[config.mk]
export PLATFORM = sky130hd
export DESIGN_NAME = uart_rx
export DESIGN_NICKNAME = d
export VERILOG_FILES = /design/src/rtl/uart_pkg.sv /design/src/rtl/uart_sync.sv /design/src/rtl/uart_rx.sv
export SDC_FILE = /design/constraint.sdc
export NUM_CORES = 1
export LEC_CHECK = 0
export CAP_MARGIN = 15
export CORE_MARGIN = 2
export CORE_UTILIZATION = 45
export CTS_CLUSTER_SIZE = 12
export DETAILED_ROUTE_END_ITERATION = 8
export PLACE_DENSITY_LB_ADDON = 0.12
export SYNTH_ARGS = -nofsm -noshare
export SYNTH_HDL_FRONTEND = slang
export SYNTH_SLANG_ARGS = --single-unit
[constraint.sdc]
create_clock -name ref_clk -period 1.47 [get_ports ref_clk]
set_input_delay 0.147 -clock ref_clk [delete_from_list [all_inputs] [get_ports ref_clk]]
set_output_delay 0.147 -clock ref_clk [all_outputs]
set_load 0.005 [all_outputs]
[src/rtl/uart_pkg.sv]
// UART shared definitions.
// Used by the receiver and the transmitter.
package uart_pkg;

    localparam int DATA_BITS      = 8;
    localparam int OVERSAMPLE_DEF = 16;

    typedef logic [1:0] state_t;

    localparam state_t S_IDLE  = 2'd0;
    localparam state_t S_START = 2'd1;
    localparam state_t S_DATA  = 2'd2;
    localparam state_t S_STOP  = 2'd3;

endpackage

[src/rtl/uart_sync.sv]
// Two-flop synchronizer for an asynchronous input.
// Reset value is parameterised so idle-high lines reset high.
module uart_sync #(
    parameter logic RST_VAL = 1'b1
) (
    input  logic clk,
    input  logic rst,
    input  logic i_d,
    output logic o_q
);

    logic r_meta;
    logic r_q;

    // Two-stage resync of the asynchronous input
    always_ff @(posedge clk or posedge rst) begin
        if (rst) begin
            r_meta <= RST_VAL;
            r_q    <= RST_VAL;
        end else begin
            r_meta <= i_d;
            r_q    <= r_meta;
        end
    end

    assign o_q = r_q;

endmodule

[src/rtl/uart_rx.sv]
// UART receiver: 8N1, oversampled, with valid/ready output.
// Bit centres are found by counting sample_tick strobes.
module uart_rx
    import uart_pkg::*;
#(
    parameter int OVERSAMPLE = OVERSAMPLE_DEF
) (
    input  logic                 ref_clk,
    input  logic                 rst,
    input  logic                 sample_tick,
    input  logic                 rx,
    input  logic                 ready,
    output logic [DATA_BITS-1:0] data,
    output logic                 valid,
    output logic                 frame_err,
    output logic                 overrun
);

    localparam int CW = $clog2(OVERSAMPLE);
    localparam int IW = $clog2(DATA_BITS);

    localparam logic [CW-1:0] HALF_M1 = CW'(OVERSAMPLE / 2 - 1);
    localparam logic [CW-1:0] FULL_M1 = CW'(OVERSAMPLE - 1);
    localparam logic [IW-1:0] LAST_IX = IW'(DATA_BITS - 1);

    logic                 w_rx;
    logic                 w_half;
    logic                 w_full;
    logic                 w_load;
    logic                 w_take;

    state_t               r_state;
    logic                 r_armed;
    logic [CW-1:0]        r_tick;
    logic [IW-1:0]        r_idx;
    logic [DATA_BITS-1:0] r_shift;
    logic [DATA_BITS-1:0] r_data;
    logic                 r_valid;
    logic                 r_ferr;
    logic                 r_ovr;

    uart_sync #(
        .RST_VAL (1'b1)
    ) u_sync (
        .clk (ref_clk),
        .rst (rst),
        .i_d (rx),
        .o_q (w_rx)
    );

    assign w_half = (r_tick == HALF_M1);
    assign w_full = (r_tick == FULL_M1);
    assign w_load = sample_tick && (r_state == S_STOP) && w_full;
    assign w_take = r_valid && ready;

    // Frame FSM: start detect, centre alignment, data shift, stop sample
    always_ff @(posedge ref_clk or posedge rst) begin
        if (rst) begin
            r_state <= S_IDLE;
            r_armed <= 1'b0;
            r_tick  <= '0;
            r_idx   <= '0;
            r_shift <= '0;
        end else if (sample_tick) begin
            case (r_state)
                S_IDLE: begin
                    r_tick <= '0;
                    if (w_rx) begin
                        r_armed <= 1'b1;
                    end else if (r_armed) begin
                        // Disarm until the line is seen high again,
                        // so a held-low break starts only one frame.
                        r_armed <= 1'b0;
                        r_state <= S_START;
                    end
                end
                S_START: begin
                    if (w_half) begin
                        r_tick <= '0;
                        r_idx  <= '0;
                        r_state <= w_rx ? S_IDLE : S_DATA;
                    end else begin
                        r_tick <= r_tick + 1'b1;
                    end
                end
                S_DATA: begin
                    if (w_full) begin
                        r_tick         <= '0;
                        r_shift[r_idx] <= w_rx;
                        r_idx          <= r_idx + 1'b1;
                        if (r_idx == LAST_IX) begin
                            r_state <= S_STOP;
                        end
                    end else begin
                        r_tick <= r_tick + 1'b1;
                    end
                end
                S_STOP: begin
                    // Leave at the stop centre to resync half a bit early
                    if (w_full) begin
                        r_tick  <= '0;
                        r_state <= S_IDLE;
                    end else begin
                        r_tick <= r_tick + 1'b1;
                    end
                end
                default: begin
                    r_state <= S_IDLE;
                    r_tick  <= '0;
                end
            endcase
        end
    end

    // Output holding register with handshake and overrun tracking
    always_ff @(posedge ref_clk or posedge rst) begin
        if (rst) begin
            r_data  <= '0;
            r_valid <= 1'b0;
            r_ferr  <= 1'b0;
            r_ovr   <= 1'b0;
        end else if (w_load) begin
            r_data  <= r_shift;
            r_ferr  <= !w_rx;
            r_valid <= 1'b1;
            if (r_valid && !ready) begin
                r_ovr <= 1'b1;
            end else if (w_take) begin
                r_ovr <= 1'b0;
            end
        end else if (w_take) begin
            r_valid <= 1'b0;
            r_ovr   <= 1'b0;
        end
    end

    assign data      = r_data;
    assign valid     = r_valid;
    assign frame_err = r_ferr;
    assign overrun   = r_ovr;

endmodule
==> results by group, run 1 <==
Synthesis
  – Area leader, netlist: dfrtp_1
  – Number of flops mapped to enable cells by yosys: 0
  – Ys async rst share: 100%
  – Cells after Synth: 127
  – Largest cells by area after synthesis: dfrtp_1 (50%), mux2_2 (13%), dfstp_2 (3.6%)
  – Primary FF master, synth: dfrtp_1
  – Unique masters post-synth: 33
  – Synth warn: 0
  – Sequential share of the synthesized area: 53.8%
  – Yosys reg bits: 31
  – Avg Cell Area, Syn: 11.4 µm²
  – Net Count, Synth: 135
  – Synthesized area: 1450 µm²
  – Area fraction of the dominant cell type after synthesis: 50.2%

Power and ir drop
  – Tot Pwr: 2440 µW
  – Leak pwr: 0.000930 µW
  – Worst VDD drop: 0.000730 V
  – Pwr/cell area: 1200 nW/µm²

Cells and area
  – Final nets: 175
  – Layout cells sized above 1: 41.3%
  – Area Growth Syn to Fin: 40.5%
  – Most frequent cells in the layout: dfrtp_1 (28), buf_4 (21), clkdlybuf4s50_1 (15)
  – Fin cells: 211
  – Finished Cell Area: 2030 µm²
  – Commonest non-fill, non-tap cell in the layout: dfrtp_1
  – N_diodes: 0

Clock network
  – CTS Hold Bufs: 0
  – CTS Root Cell: clkbuf_4
  – Clk Latency, worst-skew pair: 0.33 ns
  – CTS Buf Count: 5
  – Clock Pin Slew Worst Setup and Hold Paths: 0.10 ns
  – Longest Clk Path Bufs: 2
  – Num Clock Sinks: 31
  – CTS tree: done
  – # H-tree levels: 2

Worst setup path
  – Worst setup EP type: register
  – WP data required: 1.69 ns
  – CP startpoint kind: register
  – Worst path arrival time: 1.77 ns
  – Setup CP Type: reg -> reg
  – Crit Path Max Fanout: 4

Timing
  – Worst hold margin: 0.153 ns
  – Rel. slew slack: 81.6%
  – Final Skew: 0.00982 ns
  – Final setup margin: -0.0788 ns
  – Final TNS setup: -0.231 ns
  – RSZ-0062 raised after global routing: yes
  – Final Cycle Share: 105%
  – Final Hold Fails: 0
  – Slew Limit Fails: 0
  – Setup violations, final: 5
  – Min cycle time layout: 1.55 ns
  – Highest Clock Rate: 646 MHz
  – Worst-margin pin slew: 0.276 ns

GRT
  – First-pass GRT wire length: 5390 µm
  – Vias in the first global route: 1,123
  – Antenna violations before repair: 0
  – GRT Overall Usage: 20.3%
  – Global route overflow: 0
  – Largest net degree at the start of global routing: 32

Detailed routing
  – Via count: 1,122
  – Final WL: 3250 µm
  – Post-route DRC: 0
  – Vias per cell: 5.32
  – Detailed-route wire length per cell: 15.4 µm
  – Drt first pass iters: 4
  – Final ANT Viol Nets: 0
  – Starting DRT DRC Count: 46

Floorplan
  – Initial core utilization: 47.4%
  – I/O pin count: 16
  – Std-Cell Core Area: 3050 µm²
  – Die width: 60.7 µm
  – Die area: 3680 µm²
  – Die H: 60.7 µm
  – FP Rows: 20

Place
  – DP Cell Count: 192
  – Cell Area, Placed: 1750 µm²
  – Post-DP HPWL: 2030 µm
  – GPL Wtd Cong: 0.793
  – IO buf count: 15

Outcome
  – Failing checks: setup timing
  – Status: finished with violations

Worst hold path
  – Min-Delay Path Class: in -> async

Flow run
  – Max-cap viol count: 0
## routing by layer
layer	track usage [%]	wire (µm)	share of wire (%)
met5	0	0	0
met4	8.39	112	3.4
met3	7.04	119	3.7
met2	30.0	1530	47
met1	27.6	1480	46
## power by group
part	switching (µW)	internal [µW]
logic	412	466
clock network	281	221
registers	105	960
total	798	1650
## critical path: stages, from the launching register on
cell	delay, ns
dfrtp_1	0.42
or3b_4	0.44
nor3_4	0.25
mux2_4	0.32
## repair_timing
| item | 4_1_cts | 5_1_grt |
|---|---|---|
| cloned | 1 | 0 |
| setup buffers | 7 | 4 |
| resized for setup | 13 | 16 |
| setup endpoints to repair | 17 | 19 |
| pin swaps | 6 | 3 |
## area by class of cell
| cell class | instances | area (µm²) |
|---|---|---|
| clock buffer | 6 | 51.3 |
| clock inverter | 1 | 5.00 |
| sequential | 31 | 779 |
| multi-input combinational | 81 | 757 |
| inverter | 9 | 33.8 |
| tap | 44 | 55.1 |
| timing repair buffer | 39 | 350 |
| fill | 245 | 1020 |
## path summary, 6_finish.rpt
| kind | slack [ns] | startpoint | cells after the start | end |
|---|---|---|---|---|
| worst min register to register | 0.36 | u_sync.r_meta$_DFF_PP1_ | 0 | u_sync.o_q$_DFF_PP1_ |
| min in group ref_clk | 0.23 | rx | 1 | u_sync.r_meta$_DFF_PP1_ |
| worst max-delay path | -0.08 | r_state[0]$_DFFE_PP0P_ | 3 | r_shift[6]$_DFFE_PP0P_ |
| worst max register to register | -0.08 | r_state[0]$_DFFE_PP0P_ | 3 | r_shift[6]$_DFFE_PP0P_ |
| worst min-delay path | 0.15 | rst | 3 | data[2]$_DFFE_PP0P_ |
| max in group asynchronous | 1.07 | rst | 3 | u_sync.o_q$_DFF_PP1_ |
## logic make-up (layout without fill, tap and decap cells)
logic type,after synthesis,after routing,synth area share [%]
compound gates,20,20,8.82
buf+inv,16,55,4.76
mux,18,18,13.9
simple gates,38,39,15.5
fa+ha+maj,3,3,2.60
xor+xnor,1,1,0.606
flops,31,31,53.8
## cell usage after synthesis, drive strengths merged (2+ instances only)
cell type and count:
dfrtp 29, mux2 17, inv 9, nor3 8, a21oi 5, buf 5, nand4 5, and3 4
nand2 4, nand3 4, o21ai 4, ha 3, nand3b 3, o22ai 3, a221oi 2, clkbuf 2
dfstp 2, nand4b 2, nor2 2, nor2b 2
## sequential cells by signal, summed over array words and instances, names as in the netlist, named ones only
register and count:
frame_err 1, valid 1, r_tick 4, r_shift 8
u_sync.o_q 1, r_armed 1, data 8, r_idx 3
u_sync.r_meta 1, r_state 1
## stage by stage
step | utilization (%) | setup WS [ns]
finish | 66.6 | -0.0788
global route | 66.6 | -0.112
CTS | 63.4 | -0.0535
detailed placement | 57.3 | -0.166
global placement | 57.3 | -0.133
floorplan | - | -0.0310
Note: power is estimated with default switching activity, not from simulation.
==> inputs of run 2 (changes only) <==
- CAP_MARGIN: 15 -> not set
- GPL_ROUTABILITY_DRIVEN: not set -> 0
==> results of run 2 <==
Same layout as run 1: the final DEF is identical, and so are final timing and power.
==> inputs of run 3 (changes only) <==
- CELL_PAD_IN_SITES_DETAIL_PLACEMENT: not set -> 0
- CELL_PAD_IN_SITES_GLOBAL_PLACEMENT: not set -> 1
- CORE_UTILIZATION: 45 -> 39
- SETUP_SLACK_MARGIN: not set -> 0.2
==> results by group, run 3 (synthesis gave the netlist of run 1 again) <==
Outcome
  – Status: finished with violations
  – Failing checks: setup timing

GRT
  – Vias in the first global route: 1,166
  – Global route overflow: 0
  – Largest net degree at the start of global routing: 32
  – Antenna violations before repair: 0
  – First-pass GRT wire length: 5800 µm
  – GRT Overall Usage: 18.0%

Timing
  – Final Hold Fails: 0
  – Slew Limit Fails: 0
  – RSZ-0062 raised after global routing: yes
  – Final setup margin: -0.0210 ns
  – Worst hold margin: 0.214 ns
  – Highest Clock Rate: 671 MHz
  – Min cycle time layout: 1.49 ns
  – Final Cycle Share: 101%
  – Setup violations, final: 5
  – Final Skew: 0.00406 ns
  – Worst-margin pin slew: 0.292 ns
  – Rel. slew slack: 80.5%

Floorplan
  – Die width: 64.9 µm
  – Initial core utilization: 40.1%
  – Std-Cell Core Area: 3610 µm²
  – Die area: 4210 µm²
  – FP Rows: 22
  – I/O pin count: 16
  – Die H: 64.9 µm

Worst setup path
  – Slowest CP cell: or3b_4
  – Crit Path Max Fanout: 4
  – CP startpoint kind: register
  – Max incr delay on CP: 0.45 ns
  – CP Cell Sequence: or3b_4 -> nor3_4 -> mux2_4
  – CP delay by family, top: simple AND/OR/NAND/NOR gates
  – Worst path arrival time: 1.65 ns
  – Setup CP Type: reg -> reg
  – WP data required: 1.63 ns
  – Worst setup EP type: register
  – WP buf/inv: 0

Cells and area
  – N_diodes: 0
  – Fin cells: 222
  – Most frequent cells in the layout: dfrtp_1 (29), buf_4 (23), mux2_4 (16)
  – Commonest non-fill, non-tap cell in the layout: dfrtp_1
  – Layout cells sized above 1: 48.9%
  – Final nets: 182
  – Area Growth Syn to Fin: 52.4%

Power and ir drop
  – Net switching power: 853 µW
  – Clk pwr share: 24.5%
  – Leak pwr: 0.00109 µW
  – Pwr/cell area: 1220 nW/µm²
  – Tot Pwr: 2680 µW
  – Sw frac: 31.8%
  – Int Power: 1830 µW
  – Seq pwr share: 39.2%
  – Worst VDD drop: 0.000694 V
  – Combinational power share: 36.3%

Clock network
  – Clk Latency, worst-skew pair: 0.27 ns
  – CTS Hold Bufs: 0
  – Clock Pin Slew Worst Setup and Hold Paths: 0.06 ns
  – CTS Buf Count: 5
  – # H-tree levels: 2
  – Num Clock Sinks: 31
  – Longest Clk Path Bufs: 2
  – CTS tree: done
  – CTS Root Cell: clkbuf_8

Detailed routing
  – Vias per cell: 5.17
  – Via count: 1,148
  – Post-route DRC: 0
  – Drt first pass iters: 4
  – Final WL: 3320 µm
  – Final ANT Viol Nets: 0
  – Starting DRT DRC Count: 27
  – Detailed-route wire length per cell: 15.0 µm

Place
  – Post-DP HPWL: 2090 µm
  – DP Cell Count: 199
  – IO buf count: 15

Flow run
  – Max-cap viol count: 0

Worst hold path
  – Min-Delay Path Class: in -> async
run 3: changes by cell type in the layout (fill, tap and decap cells not counted), sizes merged:
cell / previous run / this run
clkdlybuf4s50: 15 / 4
dlygate4sd2: 0 / 9
buf: 24 / 31
dlymetal6s2s: 0 / 2
run 3: power groups by stage:
stage	registers (µW)	logic, µW	clock network, µW
after floorplan	1030	459	0
after global placement	1050	704	0
after detailed placement	1050	728	0
after CTS	1050	835	679
after global routing	1070	1070	720
final	1050	974	657
run 3: worst reg2reg max path, cell delays in order (launching register included):
cell and delay (ns):
dfrtp_1 0.40, or3b_4 0.45, nor3_4 0.21, mux2_4 0.32
run 3: final cells by class:
cell class | instances | area, µm²
Fill cell | 323 | 1400
Multi-Input combinational cell | 81 | 830
Sequential cell | 31 | 778
Timing Repair Buffer | 46 | 415
Clock buffer | 6 | 82.6
Tap cell | 48 | 60.1
Inverter | 9 | 33.8
Clock inverter | 1 | 5.00
run 3: final timing paths:
check,to,cells past startpoint,start,slack [ns]
min in group ref_clk,u_sync.r_meta$_DFF_PP1_,1,rx,0.28
setup reg to reg,r_shift[2]$_DFFE_PP0P_,3,r_state[0]$_DFFE_PP0P_,-0.02
hold reg to reg,u_sync.o_q$_DFF_PP1_,0,u_sync.r_meta$_DFF_PP1_,0.36
max in group asynchronous,u_sync.o_q$_DFF_PP1_,3,rst,1.01
hold / removal,data[0]$_DFFE_PP0P_,3,rst,0.21
setup / recovery,r_shift[2]$_DFFE_PP0P_,3,r_state[0]$_DFFE_PP0P_,-0.02
run 3: repair_timing:
action                                  CTS  global route
endpoints found under the setup margin   33            27
resized for setup                        37            23
buffers inserted                          8             7
gates cloned                              1             0
pin swaps                                15             7
run 3: per-layer routing:
| layer | GRT usage [%] | wire length [µm] | up-vias |
|---|---|---|---|
| met1 | 25.6 | 1590 | 573 |
| met2 | 26.5 | 1580 | 17 |
| met4 | 3.99 | 39 | 0 |
| met3 | 6.08 | 111 | 4 |
| li1 | - | - | 554 |
| met5 | 0 | 0 | - |
run 3: through the flow:
stage | setup slack, ns | utilization [%] | instance area [µm²] | TNS, ns
floorplan | -0.0309 | - | 1500 | -0.253
global placement | -0.166 | 49.9 | 1800 | -2.29
detailed placement | -0.209 | 49.9 | 1800 | -3.04
CTS | -0.0718 | 56.9 | 2050 | -0.130
global route | -0.0807 | 61.1 | 2200 | -0.530
finish | -0.0210 | 61.1 | 2200 | -0.0567
